--- src/rtl/dmem_wbuf_if.sv ---
// dmem_itf: single-outstanding request/response data-memory interface.
// The mst side drives requests and the slv side answers them.
interface dmem_itf;
  logic [31:0] addr;
  logic [3:0]  rmask;
  logic [3:0]  wmask;
  logic [31:0] wdata;
  logic [31:0] rdata;
  logic        resp;

  modport mst (output addr, output rmask, output wmask, output wdata,
               input  rdata, input  resp);
  modport slv (input  addr, input  rmask, input  wmask, input  wdata,
               output rdata, output resp);
endinterface

--- src/rtl/dmem_wbuf.sv ---
// dmem_wbuf: posted store buffer between the data TCM and the cache/arbiter.
// Define WBUF_COALESCE_EN to merge a store into the youngest entry of the same word.
module dmem_wbuf #(
  parameter int DEPTH = 4
) (
  input logic  clk,
  input logic  rst,
  dmem_itf.slv slv_itf,
  dmem_itf.mst mst_itf
);
  localparam int PW = $clog2(DEPTH);
  localparam int CW = $clog2(DEPTH) + 1;

  typedef enum logic [1:0] {D_IDLE, D_WR, D_RD} dstate_e;

  dstate_e state_q, state_d;

  logic [29:0]   ent_addr [DEPTH];
  logic [3:0]    ent_mask [DEPTH];
  logic [31:0]   ent_data [DEPTH];
  logic [PW-1:0] head_q, tail_q, offs;
  logic [CW-1:0] count_q;

  logic        rd_pend_q;
  logic [31:0] rd_addr_q;
  logic [3:0]  rd_mask_q;
  logic        hw_valid_q;
  logic [29:0] hw_addr_q;
  logic [3:0]  hw_mask_q;
  logic [31:0] hw_data_q;
  logic        ack_q;
  logic [31:0] mst_addr_q, mst_wdata_q;
  logic [3:0]  mst_rmask_q, mst_wmask_q;

  logic        in_rd, in_wr, full, empty;
  logic        ld_active, ld_match, merge, pop, push_in, push_hw, hold_in;
  logic        issue_rd, issue_wr;
  logic [31:0] ld_addr;
  logic [29:0] ld_word;
  logic [3:0]  ld_mask;
  logic [29:0] iss_addr;
  logic [3:0]  iss_mask;
  logic [31:0] iss_data;

  assign in_rd     = |slv_itf.rmask;
  assign in_wr     = |slv_itf.wmask;
  assign full      = (count_q == CW'(DEPTH));
  assign empty     = (count_q == '0);
  assign ld_active = rd_pend_q || in_rd;
  assign ld_addr   = rd_pend_q ? rd_addr_q : slv_itf.addr;
  assign ld_mask   = rd_pend_q ? rd_mask_q : slv_itf.rmask;
  assign ld_word   = ld_addr[31:2];

  // With an empty FIFO an incoming store is written out straight from the inputs
  // while also becoming the new head entry.
  assign iss_addr = empty ? slv_itf.addr[31:2] : ent_addr[head_q];
  assign iss_mask = empty ? slv_itf.wmask      : ent_mask[head_q];
  assign iss_data = empty ? slv_itf.wdata      : ent_data[head_q];

  always_comb begin
    ld_match = 1'b0;
    offs     = '0;
    for (int i = 0; i < DEPTH; i++) begin
      offs = PW'(i) - head_q;
      if ((CW'(offs) < count_q) && (ent_addr[i] == ld_word)) ld_match = 1'b1;
    end
  end

  always_comb begin
    state_d  = state_q;
    issue_rd = 1'b0;
    issue_wr = 1'b0;
    pop      = 1'b0;
    case (state_q)
      D_IDLE: begin
        if (ld_active && !ld_match) begin
          issue_rd = 1'b1;
          state_d  = D_RD;
        end else if (!empty || in_wr) begin
          issue_wr = 1'b1;
          state_d  = D_WR;
        end
      end
      D_WR: begin
        if (mst_itf.resp) begin
          pop     = 1'b1;
          state_d = D_IDLE;
        end
      end
      D_RD: begin
        if (mst_itf.resp) state_d = D_IDLE;
      end
      default: state_d = D_IDLE;
    endcase
  end

`ifdef WBUF_COALESCE_EN
  logic [PW-1:0] young_idx;
  assign young_idx = tail_q - PW'(1);
  // A lone entry is always the head being written out, so it must stay untouched.
  assign merge = in_wr && !empty && (ent_addr[young_idx] == slv_itf.addr[31:2]) &&
                 !((count_q == CW'(1)) && ((state_q == D_WR) || issue_wr));
`else
  assign merge = 1'b0;
`endif

  assign push_in = in_wr && !merge && (!full || pop);
  assign hold_in = in_wr && !merge && full && !pop;
  assign push_hw = hw_valid_q && pop;

  always_ff @(posedge clk or posedge rst) begin
    if (rst) begin
      state_q     <= D_IDLE;
      head_q      <= '0;
      tail_q      <= '0;
      count_q     <= '0;
      rd_pend_q   <= 1'b0;
      rd_addr_q   <= '0;
      rd_mask_q   <= '0;
      hw_valid_q  <= 1'b0;
      hw_addr_q   <= '0;
      hw_mask_q   <= '0;
      hw_data_q   <= '0;
      ack_q       <= 1'b0;
      mst_addr_q  <= '0;
      mst_wdata_q <= '0;
      mst_rmask_q <= '0;
      mst_wmask_q <= '0;
    end else begin
      state_q <= state_d;
      if (pop) head_q <= head_q + PW'(1);
      if (push_in || push_hw) tail_q <= tail_q + PW'(1);
      count_q <= count_q + CW'(push_in || push_hw) - CW'(pop);
      ack_q   <= (in_wr && (merge || push_in)) || push_hw;

      if (issue_rd) rd_pend_q <= 1'b0;
      else if (in_rd) rd_pend_q <= 1'b1;
      if (in_rd) begin
        rd_addr_q <= slv_itf.addr;
        rd_mask_q <= slv_itf.rmask;
      end

      if (hold_in) begin
        hw_valid_q <= 1'b1;
        hw_addr_q  <= slv_itf.addr[31:2];
        hw_mask_q  <= slv_itf.wmask;
        hw_data_q  <= slv_itf.wdata;
      end else if (push_hw) begin
        hw_valid_q <= 1'b0;
      end

      mst_rmask_q <= issue_rd ? ld_mask : '0;
      mst_wmask_q <= issue_wr ? iss_mask : '0;
      mst_addr_q  <= issue_rd ? ld_addr : (issue_wr ? {iss_addr, 2'b00} : '0);
      mst_wdata_q <= issue_wr ? iss_data : '0;
    end
  end

  // Entry payload needs no reset: validity is carried entirely by head/count.
  always_ff @(posedge clk) begin
    if (push_in) begin
      ent_addr[tail_q] <= slv_itf.addr[31:2];
      ent_mask[tail_q] <= slv_itf.wmask;
      ent_data[tail_q] <= slv_itf.wdata;
    end else if (push_hw) begin
      ent_addr[tail_q] <= hw_addr_q;
      ent_mask[tail_q] <= hw_mask_q;
      ent_data[tail_q] <= hw_data_q;
    end
`ifdef WBUF_COALESCE_EN
    if (merge) begin
      ent_mask[young_idx] <= ent_mask[young_idx] | slv_itf.wmask;
      for (int b = 0; b < 4; b++) begin
        if (slv_itf.wmask[b]) ent_data[young_idx][8*b +: 8] <= slv_itf.wdata[8*b +: 8];
      end
    end
`endif
  end

  assign slv_itf.resp  = ack_q || ((state_q == D_RD) && mst_itf.resp);
  assign slv_itf.rdata = (state_q == D_RD) ? mst_itf.rdata : '0;

  assign mst_itf.addr  = mst_addr_q;
  assign mst_itf.rmask = mst_rmask_q;
  assign mst_itf.wmask = mst_wmask_q;
  assign mst_itf.wdata = mst_wdata_q;
endmodule

--- src/flat_wrapper.sv ---
// flat-port wrapper written by rule: the top's interface ports become plain ports
module dmem_wbuf_flat 
#(
  parameter int DEPTH = 4
)
  (clk, rst, slv_itf_addr, slv_itf_rmask, slv_itf_wmask, slv_itf_wdata, slv_itf_rdata, slv_itf_resp, mst_itf_addr, mst_itf_rmask, mst_itf_wmask, mst_itf_wdata, mst_itf_rdata, mst_itf_resp);
  dmem_itf slv_itf_i ();
  dmem_itf mst_itf_i ();
  input logic clk;
  input logic rst;
  input wire logic [$bits(slv_itf_i.addr)-1:0] slv_itf_addr;
  input wire logic [$bits(slv_itf_i.rmask)-1:0] slv_itf_rmask;
  input wire logic [$bits(slv_itf_i.wmask)-1:0] slv_itf_wmask;
  input wire logic [$bits(slv_itf_i.wdata)-1:0] slv_itf_wdata;
  output wire logic [$bits(slv_itf_i.rdata)-1:0] slv_itf_rdata;
  output wire logic [$bits(slv_itf_i.resp)-1:0] slv_itf_resp;
  output wire logic [$bits(mst_itf_i.addr)-1:0] mst_itf_addr;
  output wire logic [$bits(mst_itf_i.rmask)-1:0] mst_itf_rmask;
  output wire logic [$bits(mst_itf_i.wmask)-1:0] mst_itf_wmask;
  output wire logic [$bits(mst_itf_i.wdata)-1:0] mst_itf_wdata;
  input wire logic [$bits(mst_itf_i.rdata)-1:0] mst_itf_rdata;
  input wire logic [$bits(mst_itf_i.resp)-1:0] mst_itf_resp;
  assign slv_itf_i.addr = slv_itf_addr;
  assign slv_itf_i.rmask = slv_itf_rmask;
  assign slv_itf_i.wmask = slv_itf_wmask;
  assign slv_itf_i.wdata = slv_itf_wdata;
  assign slv_itf_rdata = slv_itf_i.rdata;
  assign slv_itf_resp = slv_itf_i.resp;
  assign mst_itf_addr = mst_itf_i.addr;
  assign mst_itf_rmask = mst_itf_i.rmask;
  assign mst_itf_wmask = mst_itf_i.wmask;
  assign mst_itf_wdata = mst_itf_i.wdata;
  assign mst_itf_i.rdata = mst_itf_rdata;
  assign mst_itf_i.resp = mst_itf_resp;
  dmem_wbuf #(.DEPTH(DEPTH)) u_core (.clk(clk), .rst(rst), .slv_itf(slv_itf_i), .mst_itf(mst_itf_i));
endmodule
--- config.mk ---
export PLATFORM = sky130hd
export DESIGN_NAME = dmem_wbuf_flat
export DESIGN_NICKNAME = d
export VERILOG_FILES = /design/src/rtl/dmem_wbuf_if.sv /design/src/rtl/dmem_wbuf.sv /design/src/flat_wrapper.sv
export SDC_FILE = /design/constraint.sdc
export NUM_CORES = 1
export LEC_CHECK = 0
export CORE_UTILIZATION = 57
export CTS_CLUSTER_SIZE = 16
export DETAILED_ROUTE_END_ITERATION = 10
export PLACE_DENSITY = 0.8
export RECOVER_POWER = 100
export SETUP_SLACK_MARGIN = 0.3
export SLEW_MARGIN = 5
export SYNTH_ARGS = -nofsm -noshare
export SYNTH_HDL_FRONTEND = slang
export SYNTH_SLANG_ARGS = --single-unit
--- constraint.sdc ---
create_clock -name clk -period 6.9 [get_ports clk]
set_input_delay 1.38 -clock clk [delete_from_list [all_inputs] [get_ports clk]]
set_output_delay 1.38 -clock clk [all_outputs]
set_load 0.03 [all_outputs]
==> reports/results.ini, run 1 <==
[run]
drv_cap=9

[cells_and_area]
antenna_cells=0
drive_gt1_frac=0.195
fin_area_sq_um=24400
n_fill_cell=2347
area_growth_pct=19.1
fin_nets=1625

[grt]
grt_max_degree=70
grt_pass1_vias=12461
grt_overflow=0
antenna_found_initial=0
grt_pass1_wl_mm=74.1
grtUsageTotal=0.273

[power]
fin_total_pwr_mw=10.7
power_density_nw_per_um2=437
p_leak_nw=9.45
vdd_drop_max_v=0.000293

[floorplan]
initial_core_util=0.578
die_w_um=192
num_rows=69
ios=212
dieArea_sq_um=36800
die_h_um=192
coreArea_sq_um=35500

[logic_synthesis]
ys_ff_latch=450
yosysTopAreaCell=edfxtp_1
synth_area_leaders=edfxtp_1 (39%), dfrtp_1 (23%), mux2_2 (8.6%)
ys_seq_area_frac=0.613
synthesis.area_sq_um=20500
ys_top_cells_by_count=edfxtp_1 (264), dfrtp_1 (186), mux2_2 (156)
ys.flop_type=edfxtp_1
synth_nets=1413
synth.avg_cell_area_sq_um=15.9
synth_top_cell_area_share=0.386
synthCells=1292
yosysMostFrequentCell=edfxtp_1
synth_edf_count=264
yosysWarnings=0
synth.distinct_cells=44
async_reset_ff_frac=0.413

[run_status]
violations=capacitance limit, slew limit
status=complete, but fails checks

[critical_path]
end_kind=flop
slowest_delay_ps=2550
crit_arrival_ps=5810
critPathKind=primary input to flop
start_kind=primary input
crit_chain=dlygate4sd3_1 -> or4_1 -> nand2_1 -> mux2_2
worstPathMaxFanout=67
crit_slowest_cell=nand2_1
cp.required_ps=7310
path_buf_inv=1
cp_top_family=simple AND/OR/NAND/NOR gates

[timing]
fmaxAchievable_ghz=0.185
finClkSkew_ps=27.2
rsz0062_at_grt=no
period_share=0.782
setup_slack_ps=1500
hold_viol=0
max_slew_margin=-1.37
max_slew.worst_pin.slew_ps=3550
fin_setup_tns_ps=0
fin_crit_ps=5400
finalSetupViolCount=0
finalMaxSlewViolations=356

[routing]
ant_nets=0
drc_errors=0
first_iter_violations=863
vias_per_cell=6.08
wirelength_mm=49.3
via_count=12168
wl_per_cell_um=24.6
first_pass_iters=5

[placement]
place_ws_ps=2240
place_area_sq_um=23100
place.gp.congestion=0.979
portBuffers=211
dpl.hpwl_mm=30.8

[cts]
clock_path_buffers=3
cts_buffers=47
cts_tree=done
ctsHoldBuffers=0
h-tree-depth=2
root_buffer=clkbuf_16
clock_sinks=450
cts_resized=0
post_cts.repair.setup_buffers=0
insertion_delay_ps=560
clk_pin_slew_worst_paths_ps=60

[hold_path]
hold_path.class=flop to flop

[sequential cells by signal (all words and copies together) (netlist names), 16 cells and up]
register / count
u_core.ent_addr: 120
u_core.ent_data: 128
u_core.ent_mask: 16
u_core.hw_addr_q: 30
u_core.hw_data_q: 32
u_core.mst_itf.addr: 32
u_core.mst_itf.wdata: 32
u_core.rd_addr_q: 32
[through the flow]
step / instances / hold WS [ps] / util
floorplan: 1292 / 446 / -
global placement: 1916 / 458 / 0.651
detailed placement: 1916 / 466 / 0.651
CTS: 2002 / 480 / 0.696
global route: 2002 / 507 / 0.689
finish: 2002 / 476 / 0.689
[metal layers]
layer  wire length, um  global-route usage  vias up
met4              1570              0.0968        0
met3              4320              0.0603      107
met1             19600               0.362     6248
li1                  -                   -     5227
met5                 0                   0        -
met2             23900               0.445      586
[layout make-up]
class	instances	area [sq um]	share of cell area
well taps	461	577	0.0236
repair buffers	234	2270	0.0928
clock buffers	66	1380	0.0565
clock inverters	20	229	0.00937
multi-input cells	756	7340	0.300
flip-flops and latches	450	12600	0.515
inverters	15	57.6	0.00235
[cells by family (layout without fill, tap and decap cells)]
logic type / Yosys count / count (layout) / share of synthesized area
xor+xnor: 126 / 126 / 0.0538
mux: 324 / 324 / 0.224
fa+ha+maj: 14 / 14 / 0.00890
flops: 450 / 450 / 0.613
compound gates: 60 / 60 / 0.0177
buf+inv: 86 / 335 / 0.0199
simple gates: 232 / 232 / 0.0622
[path summary, 6_finish.rpt]
path,slack (ps),endpoint,from,cells after the start
max,1500,u_core.hw_addr_q[15],slv_itf_wmask[0],4
min,480,u_core.rd_mask_q[0],u_core.rd_mask_q[0],1
max reg2reg,2230,u_core.mst_itf.addr[30],u_core.head_q[0],5
min reg2reg,480,u_core.rd_mask_q[0],u_core.rd_mask_q[0],1
max in group asynchronous,2160,u_core.hw_data_q[23],rst,3
min in group asynchronous,2130,u_core.mst_itf.addr[23],rst,2
[cells in the final DEF (no fill, tap or decap), types with 9 or more instances in the layout]
cell,Yosys,routed
and2_1,36,32
mux2i_4,9,9
clkbuf_1,48,13
ha_1,13,13
a21oi_1,35,35
xor2_1,55,55
clkinv_2,0,11
clkbuf_16,0,50
a21o_1,9,9
clkdlybuf4s50_1,0,103
nand4_1,15,15
buf_4,0,18
dfrtp_1,186,183
nand2_1,75,75
mux2_1,2,91
nor3_1,27,45
mux2i_2,21,21
inv_1,14,13
edfxtp_1,264,264
mux4_2,66,66
nor4_1,16,16
mux2i_1,42,42
xnor2_1,71,71
mux2_2,156,94
dlygate4sd3_1,0,108
nor2_1,32,32
[report_power, final]
group | switching [mW] | total, mW | internal [mW] | leakage, nW
Sequential | 0.448 | 4.31 | 3.86 | 4.76
Clock | 1.03 | 2.61 | 1.58 | 0.799
Combinational | 2.21 | 3.75 | 1.54 | 3.89
Total | 3.69 | 10.7 | 6.99 | 9.45
[worst register-to-register path, cell delays in order, from the launching register on]
cell and delay [ps]:
dfrtp_4 930, clkbuf_1 2360, mux4_2 740, nand2_1 140
a21oi_1 80, mux2_1 300
Note: power is estimated with default switching activity, not from simulation.
==> run 2: changes to the inputs <==
--- a/config.mk
+++ b/config.mk
@@ -5,10 +5,10 @@
 export SDC_FILE = /design/constraint.sdc
 export NUM_CORES = 1
 export LEC_CHECK = 0
-export CORE_UTILIZATION = 57
+export CORE_UTILIZATION = 52
 export CTS_CLUSTER_SIZE = 16
 export DETAILED_ROUTE_END_ITERATION = 10
-export PLACE_DENSITY = 0.8
+export PLACE_DENSITY = 0.77
 export RECOVER_POWER = 100
 export SETUP_SLACK_MARGIN = 0.3
 export SLEW_MARGIN = 5
==> constraint.sdc (replaced) <==
create_clock -name clk -period 4.4 [get_ports clk]
set_input_delay 0.88 -clock clk [delete_from_list [all_inputs] [get_ports clk]]
set_output_delay 0.88 -clock clk [all_outputs]
set_load 0.03 [all_outputs]
==> run 2 against run 1 <==
Net effect:
- the run still ends with capacitance limit, slew limit left
- final cell count up 3.2%
- clock power up 61%
- combinational power up 56%
- cell area up 0.76%
- first-iteration DRC count down 13%
- sequential power up 56%
- worst hold slack better by 6.5 ps
- non-clock buffer count up 2
- wire length up 0.59%
- register-to-register slack worse by 1800 ps
- die area up 9.5%
- critical path type unchanged
- largest power group unchanged
==> reports/results.ini, run 2 (same netlist as run 1, synthesis figures left out) <==
[timing]
fin_crit_ps=3970
max_slew.worst_pin.slew_ps=1970
finalSetupViolCount=0
period_share=0.902
hold_viol=0
rsz0062_at_grt=no
max_slew_margin=-0.311
finClkSkew_ps=26.0
fmaxAchievable_ghz=0.252
finalMaxSlewViolations=134
fin_setup_tns_ps=0

[placement]
place.gp.congestion=0.936
dpl.hpwl_mm=30.9
portBuffers=211

[critical_path]
end_kind=flop
rr_endpoint=u_core.mst_itf.addr[25]
crit_arrival_ps=4270
worst_r2r_path_depth=9
cp_top_family=buffers and inverters
slowest_delay_ps=1410
path_buf_inv=2
cp.required_ps=4700
worstPathMaxFanout=26
crit_slowest_cell=clkbuf_1
r2r-start=u_core.rd_pend_q
start_kind=primary input
critPathKind=primary input to flop
timing.reg2reg.setup_slack_ps=450
crit_chain=dlygate4sd3_1 -> or4_1 -> nor2_4 -> clkbuf_1 -> mux2_1

[cts]
clock_sinks=450
post_cts.repair.setup_buffers=0
clock_path_buffers=3
cts_resized=0
cts_tree=done
root_buffer=clkbuf_16
cts_buffers=48
clk_pin_slew_worst_paths_ps=60
insertion_delay_ps=590
h-tree-depth=2
ctsHoldBuffers=0

[floorplan]
initial_core_util=0.530
coreArea_sq_um=38700
die_w_um=201
dieArea_sq_um=40300
ios=212
num_rows=72
die_h_um=201

[routing]
first_iter_violations=747
via_count=11994
wirelength_mm=49.6
drc_errors=0
vias_per_cell=5.81
ant_nets=0
wl_per_cell_um=24.0
first_pass_iters=5

[cells_and_area]
fin_nets=1628
largest_reg_flops=128
drive_gt1_frac=0.202
layout_commonest_cell=edfxtp_1
top_register=u_core.ent_data
top_regs=u_core.ent_data (128), u_core.ent_addr (120)
final_cell_mix=edfxtp_1 (264), dfrtp_1 (183), dlygate4sd3_1 (109)
area_growth_pct=20.0
n_fill_cell=2827
final_util=0.636

[hold_path]
holdPathEnd=u_core.hw_mask_q[2]
hold_path.class=flop to flop
hold_start=u_core.hw_mask_q[2]
whs_path_depth=2

[grt]
antenna_found_initial=2
grt_max_degree=120
grt_pass1_wl_mm=76.3
grtUsageTotal=0.251
grt_pass1_vias=12593
grt_overflow=0

[run_status]
status=complete, but fails checks
violations=capacitance limit, slew limit

[power]
p_leak_nw=9.51
fin_total_pwr_mw=16.7
power_density_nw_per_um2=680
vdd_drop_max_v=0.000449

[run]
drv_cap=3

-- run 2: cell count changes in the layout (fill, tap and decap cells not counted), sizes merged --
cell / delta
bufinv: +2
inv: +1
clkbuf: +1
diode: +1
dlygate4sd3: +1
buf: -6
clkinv: +8
clkdlybuf4s50: -1
-- run 2: worst max-delay path by stage --
stage	start	to	slack, ps	cells past startpoint
final	slv_itf_wmask[0]	u_core.ent_addr[0][17]	430	5
after global routing	u_core.rd_pend_q	u_core.mst_itf.addr[9]	280	9
after CTS	u_core.state_q[0]	slv_itf_rdata[7]	570	4
after detailed placement	slv_itf_addr[18]	u_core.mst_itf.addr[30]	490	9
after global placement	slv_itf_addr[20]	u_core.mst_itf.addr[29]	520	9
after floorplan	mst_itf_resp	u_core.ent_addr[0][0]	710	5
-- run 2: stage by stage --
step                hold slack (ps)  instances  worst slack (ps)  area, sq um
floorplan                       446       1292               706        20500
global placement                458       1975               519        23200
detailed placement              470       1975               492        23200
CTS                             484       2065               573        24900
global route                    514       2066               276        24600
finish                          482       2066               430        24600
-- run 2: report_power, final --
part           switching, mW  total, mW  internal (mW)
clock                   1.69       4.19           2.50
combinational           3.46       5.84           2.38
sequential             0.650       6.72           6.07
-- run 2: area by class of cell --
cell class / instances / area, sq um / area share
Antenna cell: 1 / 2.50 / 0.000102
Clock buffer: 59 / 1280 / 0.0521
Clock inverter: 31 / 365 / 0.0148
Inverter: 15 / 57.6 / 0.00234
Multi-Input combinational cell: 756 / 7370 / 0.299
Sequential cell: 450 / 12600 / 0.511
Tap cell: 518 / 648 / 0.0263
Timing Repair Buffer: 236 / 2320 / 0.0940
-- run 2: tightest hold or removal path, delay by kind of cell (launching register included) --
| kind | cells | cell delay, ps |
|---|---|---|
| flip-flops | 1 | 350 |
| AND/OR/NAND/NOR | 2 | 100 |
-- run 2: per-layer routing --
layer	global-route usage	up-vias	wire length (um)
li1	-	5237	-
met1	0.336	6221	20400
met2	0.411	449	24400
met3	0.0588	85	3730
met4	0.0761	2	1110
met5	0	-	12
==> run 3: changes to the inputs <==
--- a/config.mk
+++ b/config.mk
@@ -5,10 +5,10 @@
 export SDC_FILE = /design/constraint.sdc
 export NUM_CORES = 1
 export LEC_CHECK = 0
-export CORE_UTILIZATION = 52
+export CORE_UTILIZATION = 57
 export CTS_CLUSTER_SIZE = 16
 export DETAILED_ROUTE_END_ITERATION = 10
-export PLACE_DENSITY = 0.77
+export PLACE_DENSITY = 0.8
 export RECOVER_POWER = 100
 export SETUP_SLACK_MARGIN = 0.3
 export SLEW_MARGIN = 5
==> constraint.sdc (replaced) <==
create_clock -name clk -period 4.56 [get_ports clk]
set_input_delay 0.912 -clock clk [delete_from_list [all_inputs] [get_ports clk]]
set_output_delay 0.912 -clock clk [all_outputs]
set_load 0.03 [all_outputs]
==> run 3 against run 2 <==
Net effect:
- the run still ends with capacitance limit, slew limit left
- clock power is 15% lower
- clock skew increased by 6.5 ps
- wire length fell by 1.5%
- largest power group unchanged
- die area down 8.7%
- utilization is 5.0 points higher
==> reports/results.ini, run 3 (same netlist as run 1, synthesis figures left out) <==
[run_status]
status=complete, but fails checks
violations=capacitance limit, slew limit

[power]
power_density_nw_per_um2=644
vdd_drop_max_v=0.000468
p_leak_nw=9.36

[timing]
finalMaxSlewViolations=105
finalSetupViolCount=0
finClkSkew_ps=32.5
rsz0062_at_grt=no
period_share=0.890
fin_setup_tns_ps=0
max_slew.worst_pin.slew_ps=2580
fmaxAchievable_ghz=0.246
fin_crit_ps=4060
max_slew_margin=-0.723
hold_viol=0

[routing]
wl_per_cell_um=24.4
vias_per_cell=6.04
via_count=12098
first_iter_violations=960
ant_nets=0
drc_errors=0
wirelength_mm=48.9
first_pass_iters=5

[critical_path]
crit_chain=dlygate4sd3_1 -> or4_1 -> nand2_1 -> clkbuf_2 -> mux2_2
cp.required_ps=5000
worst_r2r_path_depth=9
critPathKind=primary input to flop
worstPathMaxFanout=36
crit_slowest_cell=clkbuf_2
end_kind=flop
slowest_delay_ps=1020
crit_arrival_ps=4500
start_kind=primary input

[cells_and_area]
final_cell_mix=edfxtp_1 (264), dfrtp_1 (184), dlygate4sd3_1 (109)
layout_commonest_cell=edfxtp_1
largest_reg_flops=128
n_fill_cell=2407
fin_nets=1626
drive_gt1_frac=0.193
antenna_cells=0
top_regs=u_core.ent_data (128), u_core.ent_addr (120)
fin_area_sq_um=24300
area_growth_pct=18.6
final_util=0.686
top_register=u_core.ent_data

[floorplan]
dieArea_sq_um=36800
num_rows=69
coreArea_sq_um=35500
initial_core_util=0.578
die_h_um=192
ios=212
die_w_um=192

[hold_path]
hold_path.class=flop to flop
whs_path_depth=1

[cts]
insertion_delay_ps=570
clk_pin_slew_worst_paths_ps=60
clock_path_buffers=3
cts_tree=done
post_cts.repair.setup_buffers=0
ctsHoldBuffers=0
h-tree-depth=2
root_buffer=clkbuf_16
cts_resized=0
cts_buffers=45
clock_sinks=450

[run]
drv_cap=3

[placement]
portBuffers=211
place.gp.congestion=0.985
place_area_sq_um=23200
dpl.hpwl_mm=30.8

[grt]
grt_pass1_wl_mm=73.6
grt_pass1_vias=12287
grt_max_degree=85
grt_overflow=0
grtUsageTotal=0.270
antenna_found_initial=0

run 3: final timing paths:
path                                startpoint                        to  slack [ps]
setup / recovery              slv_itf_wmask[0]      u_core.hw_addr_q[16]         500
hold / removal             u_core.rd_mask_q[1]       u_core.rd_mask_q[1]         480
setup reg to reg              u_core.rd_pend_q   u_core.mst_itf.addr[27]         530
hold reg to reg            u_core.rd_mask_q[1]       u_core.rd_mask_q[1]         480
max in group asynchronous                  rst  u_core.mst_itf.wdata[30]        2450
min in group asynchronous                  rst   u_core.mst_itf.wdata[0]        1070
run 3: critical path, delay by kind of cell:
kind,cells,cell delay [ps]
mux,1,420
simple gates,2,1450
buf+inv,2,1640
run 3: area by class of cell:
type                    instances  area (sq um)  area share
clock inverters                18           151     0.00622
repair buffers                237          2320      0.0955
flip-flops and latches        450         12600       0.517
inverters                      15          57.6     0.00237
multi-input cells             756          7360       0.303
well taps                     461           577      0.0237
clock buffers                  66          1270      0.0521
run 3: routing by layer:
| metal | track usage | vias to the layer above | wire (um) |
|---|---|---|---|
| met4 | 0.0620 | 0 | 887 |
| li1 | - | 5239 | - |
| met1 | 0.382 | 6269 | 20200 |
| met3 | 0.0429 | 67 | 3940 |
| met2 | 0.442 | 523 | 23900 |
| met5 | 0 | - | 0 |
run 3: where the power goes:
part | switching, mW | internal (mW)
clock | 1.54 | 2.00
sequential | 0.625 | 5.85
combinational | 3.34 | 2.30
total | 5.51 | 10.2
run 3: metrics by stage:
step           hold WS [ps]  worst slack (ps)  total power, mW  instances
2_1_floorplan           446               834             10.4       1292
3_3_place_gp            459               659             12.3       1919
3_5_place_dp            463               641             12.4       1919
4_1_cts                 478               822             16.0       2003
5_1_grt                 486               360             16.4       2003
6_report                478               500             15.7       2003
